### src/rtl/pulse_receiver_pkg.sv
// Shared definitions for the pulse receiver and its matching pulse generator.
package pulse_receiver_pkg;

  // Default frame width, shared with the transmitting pulse generator
  localparam int PULSE_WIDTH = 8;

  // Receiver FSM state encoding (single bit, legacy compatible)
  localparam logic [0:0] IDLE  = 1'b0;
  localparam logic [0:0] SHIFT = 1'b1;

endpackage

### src/rtl/pulse_receiver_if.sv
// Bus bundle between the pulse receiver and its producer/consumer.
// The master side drives the serial stream and the acknowledge; the
// slave side (the receiver) returns the captured word and status.
interface pulse_receiver_if #(
  parameter int WIDTH = pulse_receiver_pkg::PULSE_WIDTH
);

  logic             serial_in;
  logic             frame_start;
  logic             data_ack;
  logic [WIDTH-1:0] data;
  logic             data_valid;
  logic             overrun;
  logic             busy;

  modport master (
    output serial_in, frame_start, data_ack,
    input  data, data_valid, overrun, busy
  );

  modport slave (
    input  serial_in, frame_start, data_ack,
    output data, data_valid, overrun, busy
  );

endinterface

### src/rtl/pulse_receiver_sipo_shift_reg.sv
// Shifting datapath of the pulse receiver. Shifts left (inserting at the
// LSB) when the first serial bit is the MSB, otherwise shifts right
// (inserting at the MSB).
module sipo_shift_reg import pulse_receiver_pkg::*; #(
  parameter int WIDTH     = PULSE_WIDTH,
  parameter bit MSB_FIRST = 1'b1
) (
  input  logic             Clk,
  input  logic             Clr_not,
  input  logic             shift_en,
  input  logic             serial_in,
  output logic [WIDTH-1:0] q
);

  logic [WIDTH-1:0] sr_q;
  logic [WIDTH-1:0] sr_d;

  // Next shift-register value in the configured bit order
  always_comb begin
    sr_d = sr_q;
    if (shift_en) begin
      if (MSB_FIRST) begin
        sr_d = {sr_q[WIDTH-2:0], serial_in};
      end else begin
        sr_d = {serial_in, sr_q[WIDTH-1:1]};
      end
    end else begin
      sr_d = sr_q;
    end
  end

  // Shift-register state, cleared asynchronously
  always_ff @(posedge Clk or negedge Clr_not) begin
    if (!Clr_not) begin
      sr_q <= {WIDTH{1'b0}};
    end else begin
      sr_q <= sr_d;
    end
  end

  assign q = sr_q;

endmodule

### src/rtl/pulse_receiver.sv
// Serial-in, parallel-out frame receiver. Reassembles a WIDTH-bit frame
// that begins with a frame_start strobe, then hands the word to a holding
// register guarded by a valid/ack handshake with a sticky overrun flag.
module pulse_receiver import pulse_receiver_pkg::*; #(
  parameter int WIDTH     = PULSE_WIDTH,
  parameter bit MSB_FIRST = 1'b1
) (
  input logic              Clk,
  input logic              Clr_not,
  pulse_receiver_if.slave  rx
);

  localparam int               CNT_W    = $clog2(WIDTH);
  localparam logic [CNT_W-1:0] LAST_CNT = CNT_W'(WIDTH - 1);

  logic [0:0]       state_q, state_d;
  logic [CNT_W-1:0] cnt_q, cnt_d;
  logic [WIDTH-1:0] data_q, data_d;
  logic             valid_q, valid_d;
  logic             ovr_q, ovr_d;
  logic             busy_q, busy_d;

  logic             shift_en_s;
  logic             complete_s;
  logic [WIDTH-1:0] sr_s;
  logic [WIDTH-1:0] word_s;
  logic             unused_ends_s;

  sipo_shift_reg #(
    .WIDTH     (WIDTH),
    .MSB_FIRST (MSB_FIRST)
  ) u_sipo (
    .Clk       (Clk),
    .Clr_not   (Clr_not),
    .shift_en  (shift_en_s),
    .serial_in (rx.serial_in),
    .q         (sr_s)
  );

  // Complete word = bits already shifted in plus the bit on the wire now
  always_comb begin
    if (MSB_FIRST) begin
      word_s = {sr_s[WIDTH-2:0], rx.serial_in};
    end else begin
      word_s = {rx.serial_in, sr_s[WIDTH-1:1]};
    end
  end

  // The oldest register bit falls off the word in either bit order
  assign unused_ends_s = sr_s[WIDTH-1] ^ sr_s[0];

  // Frame FSM and bit counter; frame_start is only honoured in IDLE
  always_comb begin
    state_d    = state_q;
    cnt_d      = cnt_q;
    busy_d     = busy_q;
    shift_en_s = 1'b0;
    complete_s = 1'b0;
    case (state_q)
      IDLE: begin
        if (rx.frame_start) begin
          shift_en_s = 1'b1;
          cnt_d      = CNT_W'(1);
          state_d    = SHIFT;
          busy_d     = 1'b1;
        end else begin
          state_d    = IDLE;
          busy_d     = 1'b0;
        end
      end
      SHIFT: begin
        shift_en_s = 1'b1;
        if (cnt_q == LAST_CNT) begin
          complete_s = 1'b1;
          cnt_d      = {CNT_W{1'b0}};
          state_d    = IDLE;
          busy_d     = 1'b0;
        end else begin
          cnt_d      = cnt_q + CNT_W'(1);
          state_d    = SHIFT;
          busy_d     = 1'b1;
        end
      end
      default: begin
        cnt_d   = {CNT_W{1'b0}};
        state_d = IDLE;
        busy_d  = 1'b0;
      end
    endcase
  end

  // Holding register and handshake; an ack in the completion cycle
  // consumes the old word, so that completion does not raise overrun
  always_comb begin
    data_d  = data_q;
    valid_d = valid_q;
    ovr_d   = ovr_q;
    if (complete_s) begin
      data_d  = word_s;
      valid_d = 1'b1;
      if (rx.data_ack) begin
        ovr_d = 1'b0;
      end else if (valid_q) begin
        ovr_d = 1'b1;
      end else begin
        ovr_d = ovr_q;
      end
    end else if (rx.data_ack) begin
      valid_d = 1'b0;
      ovr_d   = 1'b0;
    end else begin
      valid_d = valid_q;
      ovr_d   = ovr_q;
    end
  end

  // All receiver state; a reset discards any partial frame
  always_ff @(posedge Clk or negedge Clr_not) begin
    if (!Clr_not) begin
      state_q <= IDLE;
      cnt_q   <= {CNT_W{1'b0}};
      data_q  <= {WIDTH{1'b0}};
      valid_q <= 1'b0;
      ovr_q   <= 1'b0;
      busy_q  <= 1'b0;
    end else begin
      state_q <= state_d;
      cnt_q   <= cnt_d;
      data_q  <= data_d;
      valid_q <= valid_d;
      ovr_q   <= ovr_d;
      busy_q  <= busy_d;
    end
  end

  assign rx.data       = data_q;
  assign rx.data_valid = valid_q;
  assign rx.overrun    = ovr_q;
  assign rx.busy       = busy_q;

endmodule

### src/flat_wrapper.sv
// flat-port wrapper written by rule: the top's interface ports become plain ports
module pulse_receiver_flat import pulse_receiver_pkg::*;
#(
  parameter int WIDTH     = PULSE_WIDTH,
  parameter bit MSB_FIRST = 1'b1
)
  (Clk, Clr_not, rx_serial_in, rx_frame_start, rx_data_ack, rx_data, rx_data_valid, rx_overrun, rx_busy);
  pulse_receiver_if #(.WIDTH(WIDTH)) rx_i ();
  input logic Clk;
  input logic Clr_not;
  input wire logic [$bits(rx_i.serial_in)-1:0] rx_serial_in;
  input wire logic [$bits(rx_i.frame_start)-1:0] rx_frame_start;
  input wire logic [$bits(rx_i.data_ack)-1:0] rx_data_ack;
  output wire logic [$bits(rx_i.data)-1:0] rx_data;
  output wire logic [$bits(rx_i.data_valid)-1:0] rx_data_valid;
  output wire logic [$bits(rx_i.overrun)-1:0] rx_overrun;
  output wire logic [$bits(rx_i.busy)-1:0] rx_busy;
  assign rx_i.serial_in = rx_serial_in;
  assign rx_i.frame_start = rx_frame_start;
  assign rx_i.data_ack = rx_data_ack;
  assign rx_data = rx_i.data;
  assign rx_data_valid = rx_i.data_valid;
  assign rx_overrun = rx_i.overrun;
  assign rx_busy = rx_i.busy;
  pulse_receiver #(.WIDTH(WIDTH), .MSB_FIRST(MSB_FIRST)) u_core (.Clk(Clk), .Clr_not(Clr_not), .rx(rx_i));
endmodule
### config.mk
export PLATFORM = sky130hd
export DESIGN_NAME = pulse_receiver_flat
export DESIGN_NICKNAME = d
export VERILOG_FILES = /design/src/rtl/pulse_receiver_pkg.sv /design/src/rtl/pulse_receiver_if.sv /design/src/rtl/pulse_receiver_sipo_shift_reg.sv /design/src/rtl/pulse_receiver.sv /design/src/flat_wrapper.sv
export SDC_FILE = /design/constraint.sdc
export NUM_CORES = 1
export LEC_CHECK = 0
export CAP_MARGIN = 15
export CORE_UTILIZATION = 46
export DETAILED_ROUTE_END_ITERATION = 10
export PLACE_DENSITY = 0.72
export SYNTH_ARGS = -nofsm -noshare
export SYNTH_HDL_FRONTEND = slang
export SYNTH_SLANG_ARGS = --single-unit
### constraint.sdc
create_clock -name Clk -period 3.4 [get_ports Clk]
set_input_delay 1.02 -clock Clk [delete_from_list [all_inputs] [get_ports Clk]]
set_output_delay 1.02 -clock Clk [all_outputs]
set_load 0.01 [all_outputs]
# Yosys cells after proc, flatten, opt, wreduce, memory -nomap -nowiden
# Cells that the tools add are included.
word_totals:
  wordCells: 27
  regBits: 21
classes:
  eq_ne: 2
  muxes: 14
  reduce_logical: 3
  bitwise_logic: 1
  n_addsub: 1
ops:
  columns: ["cell", "count"]
  rows:
  - ["$mux 1", 9]
  - ["$mux 3", 2]
  - ["$pmux 3 s2", 1]
  - ["$pmux 1 s2", 2]
  - ["$reduce_bool 2->1", 2]
  - ["$add 3x1->3 const B", 1]
  - ["$eq 3x3->1 const B", 1]
  - ["$ne 2x2->1 const B", 1]
  - ["$reduce_and 2->1", 1]
  - ["$not 1->1", 1]

# Logic depth before layout (Yosys ltp)
# Gate-level depths: netlist of run 1.
depth:
  ltp_word: 5
  depth_mapped: 4
  mapped_depth_nobuf: 4

# Hierarchy
# Synthesis of run 1 repeated with hierarchy kept, for this count alone.
hier_totals:
  hier_cells: 57
  area_unflattened_um2: 924.6
by_module_without_submodules:
  columns: ["mod", "cells_per_inst", "area_per_inst_um2", "n_inst"]
  rows:
  - ["pulse_receiver", 40, 593.1, 1]
  - ["sipo_shift_reg", 17, 331.6, 1]

# Worst setup path after synthesis of run 1
# Ideal clock, no wire load.
synth_timing:
  kind: "in2reg"
  from: "input rx_frame_start"
  to: "register u_core.u_sipo.sr_q[0], in the netlist u_core.u_sipo.q[0]"
  arrival_ns: 1.486
  setup_slack_ns: 1.789
  path_buffers: 0
  stages: 2
  setup_time_ns: 0.125
  t_required_ns: 3.275
  path_cell_list: "nor2_8 -> mux2_2"
synth_via:
  elab_chain_len: 2
synth_rtl:
  columns: ["element", "line_no", "rtl"]
  rows:
  - ["from (decl)", "flat_wrapper.sv:12", "input wire logic [$bits(rx_i.frame_start)-1:0] rx_frame_start;"]
  - ["$mux 1", "pulse_receiver.sv:61", "if (rx.frame_start) begin"]
  - ["$pmux 1 s2", "pulse_receiver.sv:59", "case (state_q)"]
  - ["to (signal assigned)", "pulse_receiver_sipo_shift_reg.sv:35", "sr_q <= {WIDTH{1'b0}};"]
  - ["to (signal assigned)", "pulse_receiver_sipo_shift_reg.sv:37", "sr_q <= sr_d;"]
  - ["to (decl)", "pulse_receiver_sipo_shift_reg.sv:15", "logic [WIDTH-1:0] sr_q;"]
# No other way between the ends.
# A chain may end at the register's enable or synchronous reset.

# Final worst setup path of run 1
layout_timing:
  from: "register u_core.busy_q, in the netlist u_core.rx.busy"
  to: "output rx_busy"
layout_rtl:
  columns: ["element", "line_no", "rtl"]
  rows:
  - ["from (decl)", "pulse_receiver.sv:21", "logic busy_q, busy_d;"]
  - ["from (signal assigned)", "pulse_receiver.sv:132", "busy_q <= busy_d;"]
  - ["to (decl)", "flat_wrapper.sv:17", "output wire logic [$bits(rx_i.busy)-1:0] rx_busy;"]
# No word-level cell between the ends.

==> results of run 1 <==
==> worst max-delay path by stage <==
| stage | depth (start not counted) | slack [ps] | end | from |
|---|---|---|---|---|
| 2_1_floorplan | 2 | 1790 | u_core.u_sipo.q[0]$_DFFE_PN0P_ | rx_frame_start |
| 3_3_place_gp | 3 | 1180 | u_core.u_sipo.q[3]$_DFFE_PN0P_ | rx_frame_start |
| 4_1_cts | 1 | 830 | rx_busy | u_core.rx.busy$_DFF_PN0_ |
| 3_5_place_dp | 3 | 1180 | u_core.u_sipo.q[0]$_DFFE_PN0P_ | rx_frame_start |
| 5_1_grt | 1 | 760 | rx_busy | u_core.rx.busy$_DFF_PN0_ |
| 6_report | 1 | 850 | rx_busy | u_core.rx.busy$_DFF_PN0_ |
==> metrics by stage <==
| step | instances | utilization [%] | hold slack (ps) | worst slack, ps |
|---|---|---|---|---|
| 2_1_floorplan | 51 | - | 460 | 1790 |
| 3_3_place_gp | 90 | 62.6 | 481 | 1180 |
| 3_5_place_dp | 90 | 62.6 | 484 | 1180 |
| 4_1_cts | 94 | 64.2 | 509 | 835 |
| 5_1_grt | 94 | 64.2 | 523 | 763 |
| 6_report | 94 | 64.2 | 504 | 847 |
==> cell usage in the layout, fill, tap and decap left out, drive strengths merged <==
cell,n
mux2,15
a21oi,1
dfrtp,21
inv,1
a22o,1
buf,1
o21ai,2
a31oi,1
o31a,1
o2bb2ai,1
clkdlybuf4s50,15
clkbuf,4
nor2,2
nand2,2
ha,2
==> flip-flops by register name, indices dropped and copies added, names as in the netlist <==
register / flops
u_core.cnt_q: 3
u_core.rx.busy: 1
u_core.rx.data: 8
u_core.rx.data_valid: 1
u_core.rx.overrun: 1
u_core.u_sipo.q: 7
==> area by class of cell <==
type	instances	area, µm²	area share [%]
flip-flops and latches	21	526	51.3
multi-input cells	28	280	27.4
clock buffers	4	26.3	2.57
inverters	1	3.75	0.367
well taps	24	30.0	2.93
repair buffers	16	158	15.4
==> cells by family (layout without fill, tap and decap cells) <==
| family | after synthesis | after routing | share of synthesized area, % |
|---|---|---|---|
| AOI/OAI and AO/OA | 7 | 7 | 5.79 |
| and+or+nand+nor | 4 | 4 | 4.72 |
| buffers and inverters | 2 | 21 | 1.83 |
| muxes | 15 | 15 | 20.6 |
| adders and majority gates | 2 | 2 | 3.05 |
| DFF | 21 | 21 | 64.0 |
==> power by group through the flow <==
stage / combinational, mW / sequential [mW] / clock (mW)
finish: 0.359 / 0.441 / 0.115
floorplan: 0.199 / 0.450 / 0
global placement: 0.357 / 0.442 / 0
detailed placement: 0.364 / 0.449 / 0
global route: 0.399 / 0.459 / 0.131
CTS: 0.366 / 0.442 / 0.121
==> routing by layer <==
metal	wire, µm	track usage, %
met4	15	6.06
met1	545	20.1
met3	69	7.35
met5	0	0
met2	523	24.1
==> run metrics, run 1 <==
vias in the first global route 486; area growth from synthesis to layout 24.7%; Synth top area share 64.0%; Switching Power 0.276 mW; most area-consuming cells after synthesis dfrtp_1 64%, mux2_2 21%, ha_1 3.0%; CP required 2380 ps; core area 1590 µm²; Initial Util 51.5%; status complete, but fails checks; # Max-Cap Violations 0; H-tree levels 1; Routed Antenna Nets 0; final setup vio count 0; DP HPWL 808 µm; syn nets 58; Clock Power Share 12.6%; routed vias 477; RSZ-0062 raised after global routing no; die width 44.2 µm; Overflow after GRT 0; max incr delay on CP 620 ps; r2r setup slk 1910 ps; Hold EP u_core.rx.overrun$_DFFE_PN0P_; largest area contributor in the netlist dfrtp_1; worst r2r src u_core.cnt_q[0]$_DFFE_PN0P_; deepest clock path buffer count 2; fin crit period 2550 ps; DR pass1 iterations 7; VDD IR-drop max 488 µV; syn avg cell area 16.1 µm²; Tightest Pin Transition 424 ps; PwrDens 894 nW/µm²; register share of total power 48.2%; Post CTS Setup Buffer Count 0; most frequent cell after synthesis dfrtp_1; violated checks design-rule violations; total CTS buffers 3; Synth Warn # 0; IO Port Bufs 15; Switching Fraction 30.1%; WP data arrival 1530 ps; setup_tns 0 ps; nets@finish 78; ys flop type dfrtp_1; DR vias/cell 5.07; global-route wire length before repair 2.16 mm; Critical Path Source Type register; fill count 126; largest net degree at the start of global routing 22; die area 1960 µm²; clk_skew 2.69 ps; delay-heaviest family, CP flip-flops; clock sinks 21; WP buf/inv 1; Tot GR Track Use 15.9%; Worst-Skew Late Latency 300 ps; DR iter-0 viols 3; CTS tree built; post-synthesis sequential area ratio 64.0%; CTS resizes 0; reg2reg end u_core.rx.data[5]$_DFFE_PN0P_; wire per inst 12.3 µm; placed cell areas 997 µm²; CTS root buf clkbuf_4; CP Class reg -> out; drc violations 2; crit-path cells clkdlybuf4s50_1; post-synthesis cell count 51; Max Clk Rate 0.392 GHz; Detailed Route WL 1.15 mm; Clock transition at path regs 100 ps; Worst Reg2Reg Path Length in Cells 4; Post-synth EDFFs 0; num rows 14; min-delay src u_core.rx.overrun$_DFFE_PN0P_; Seq cells post-synth 21; cell-internal power 0.640 mW; Hold Fails Final Rpt 0; initial antenna violation count 0; num ports 16; antenna diode count 0; Leakage 0.443 nW; Worst setup EP type output port; combinational fraction of design power 39.3%; GPL Wtd Cong 0.701; Hold Path Class reg -> reg; slowest CP cell dfrtp_1; Post-synth ARST share 100%; unique cell type count in the Yosys netlist 15; crit path max fanout 9; final worst path period share 75.1%; number of buffers inserted by hold repair at cts 0; Final Cell Area 1020 µm²; Synth top cells by count 21 x dfrtp_1, 15 x mux2_2, 2 x ha_1, 2 x o21ai_0; fin. max-slew vios 0; Hold Crit Depth 2; post-layout power 0.915 mW; Die Ht 44.2 µm; cell area after synthesis 821 µm²; layout cell share with drive strength beyond 1 30.0%; relative slew slack 71.7%
(Power assumes the default switching activity.)
==> run 2, diff against run 1 <==
--- a/config.mk
+++ b/config.mk
@@ -6,7 +6,7 @@
 export NUM_CORES = 1
 export LEC_CHECK = 0
 export CAP_MARGIN = 15
-export CORE_UTILIZATION = 46
+export CORE_UTILIZATION = 44
 export DETAILED_ROUTE_END_ITERATION = 10
 export PLACE_DENSITY = 0.72
 export SYNTH_ARGS = -nofsm -noshare
==> constraint.sdc (replaced) <==
create_clock -name Clk -period 2.22 [get_ports Clk]
set_input_delay 0.666 -clock Clk [delete_from_list [all_inputs] [get_ports Clk]]
set_output_delay 0.666 -clock Clk [all_outputs]
set_load 0.01 [all_outputs]
==> run 2 against run 1 <==
Against the previous run: the flow now finishes without violations; first-iteration DRC count grew 100%; clock skew grew 4.1 ps; core utilization shrank 5.0 points; combinational power grew 62%; via count shrank 8.4%; flip-flop and latch count is the same; global-route usage shrank 1.8 points; final area grew 0.98%; worst setup slack lost 510 ps; sequential share of layout area shrank 0.50 points; non-clock buffer count grew 1; die area grew 4.3%; largest power group unchanged.
==> run metrics, run 2 (synthesized netlist as in run 1, its figures left out) <==
pre-CTS setup slack 352 ps (was 1180 ps); antenna diode count 0 (unchanged); delay-heaviest family, CP buffers and inverters (was flip-flops); Detailed Route WL 1.16 mm (was 1.15 mm); Clock transition at path regs 110 ps (was 100 ps); CTS root buf clkbuf_4 (unchanged); # Max-Cap Violations 0 (unchanged); Leakage 0.450 nW (was 0.443 nW); number of buffers inserted by hold repair at cts 0 (unchanged); Worst-Skew Late Latency 290 ps (was 300 ps); WP buf/inv 1 (unchanged); area growth from synthesis to layout 25.9% (was 24.7%); most frequent cells in the layout 21 x dfrtp_1, 15 x mux2_2, 15 x clkdlybuf4s50_1 (unchanged); layout cell share with drive strength beyond 1 32.4% (was 30.0%); crit-path cells clkdlybuf4s50_1 (unchanged); DP HPWL 823 µm (was 808 µm); die area 2040 µm² (was 1960 µm²); CP required 1550 ps (was 2380 ps); Post CTS Setup Buffer Count 0 (unchanged); vias in the first global route 451 (was 486); max FFs per register 8 (unchanged); CTS resizes 0 (unchanged); final worst slack 335 ps (was 847 ps); fin. max-slew vios 0 (unchanged); Tightest Pin Transition 252 ps (was 424 ps); WP data arrival 1220 ps (was 1530 ps); Routed Antenna Nets 0 (unchanged); wire per inst 12.0 µm (was 12.3 µm); Initial Util 47.0% (was 51.5%); status complete, no violations (was complete, but fails checks); post-layout power 1.41 mW (was 0.915 mW); slowest CP cell clkdlybuf4s50_1 (was dfrtp_1); Max Clk Rate 0.530 GHz; Hold Path Class reg -> reg (unchanged); PwrDens 1360 nW/µm² (was 894 nW/µm²); drc violations 0 (was 2); DR pass1 iterations 2 (was 7); max incr delay on CP 540 ps (was 620 ps); H-tree levels 1 (unchanged); IO Port Bufs 15 (unchanged); RSZ-0062 raised after global routing no (unchanged); setup_tns 0 ps (unchanged); relative slew slack 83.2% (was 71.7%); met3 Usage GRT 4.80% (was 7.35%); fill count 152 (was 126); Tot GR Track Use 14.2% (was 15.9%); VDD IR-drop max 656 µV (was 488 µV); CP Class reg -> out (unchanged); total CTS buffers 3 (unchanged); GPL Wtd Cong 0.675 (was 0.701); DR iter-0 viols 6 (was 3); routed vias 437 (was 477); largest net degree at the start of global routing 22 (unchanged); most common cell after layout, fill and taps aside dfrtp_1 (unchanged); DR vias/cell 4.55 (was 5.07); global-route wire length before repair 1.98 mm (was 2.16 mm); nets@finish 79 (was 78); Critical Path Source Type register (unchanged); fin crit period 1890 ps; CTS tree built (unchanged); Die Ht 45.2 µm (was 44.2 µm); final setup vio count 0 (unchanged); core area 1750 µm² (was 1590 µm²); M2 GR Usage 19.7% (was 24.1%); num ports 16 (unchanged); clock sinks 21 (unchanged); GR Util met1 20.5% (was 20.1%); Worst setup EP type output port (unchanged); die width 45.2 µm (was 44.2 µm); final worst path period share 84.9%; num rows 15 (was 14); deepest clock path buffer count 2 (unchanged); initial antenna violation count 0 (unchanged); crit path max fanout 3 (was 9); final core utilization 59.2% (was 64.2%); clk_skew 6.75 ps (was 2.69 ps); gr busiest metal met1 (was met2); Hold Fails Final Rpt 0 (unchanged); Overflow after GRT 0 (unchanged)
-- run 2: area by class of cell --
| class | count | area, µm² | area share (%) |
|---|---|---|---|
| tap | 25 | 31.3 | 3.03 |
| inverter | 1 | 3.75 | 0.363 |
| timing repair buffer | 17 | 165 | 16.0 |
| multi-input combinational | 28 | 280 | 27.1 |
| clock inverter | 1 | 5.00 | 0.484 |
| clock buffer | 3 | 22.5 | 2.18 |
| sequential | 21 | 526 | 50.8 |
-- run 2: final timing paths --
check | from | to | slack, ps | depth (start not counted)
max in group asynchronous | Clr_not | u_core.rx.data[5]$_DFFE_PN0P_ | 1310 | 2
max | u_core.rx.data_valid$_DFFE_PN0P_ | rx_data_valid | 330 | 1
min reg2reg | u_core.rx.data[7]$_DFFE_PN0P_ | u_core.rx.data[7]$_DFFE_PN0P_ | 510 | 1
max reg2reg | u_core.cnt_q[0]$_DFFE_PN0P_ | u_core.rx.data[1]$_DFFE_PN0P_ | 720 | 4
min in group asynchronous | Clr_not | u_core.u_sipo.q[4]$_DFFE_PN0P_ | 700 | 2
min | u_core.rx.data[7]$_DFFE_PN0P_ | u_core.rx.data[7]$_DFFE_PN0P_ | 510 | 1
-- run 2: metrics by stage --
step | hold slack [ps] | area (µm²) | cells
2_1_floorplan | 370 | 821 | 51
3_3_place_gp | 477 | 1010 | 92
3_5_place_dp | 492 | 1010 | 92
4_1_cts | 519 | 1030 | 96
5_1_grt | 534 | 1030 | 96
6_report | 513 | 1030 | 96
-- run 2: where the power goes --
group | leakage (nW) | switching, mW | total [mW] | internal (mW)
clock network | 0.0177 | 0.106 | 0.173 | 0.0669
logic | 0.183 | 0.222 | 0.583 | 0.361
registers | 0.250 | 0.0951 | 0.652 | 0.557
total | 0.450 | 0.423 | 1.41 | 0.985
-- run 2: worst register-to-register path, delay by kind of cell (launching register included) --
kind | cells | cell delay [ps]
fa+ha+maj | 2 | 460
flops | 1 | 410
simple gates | 1 | 170
mux | 1 | 360
-- run 2: per-layer routing --
layer | vias up | part of all wire, %
met5 | - | 0
met4 | 0 | 0
li1 | 224 | -
met3 | 0 | 3.2
met2 | 8 | 45
met1 | 205 | 51
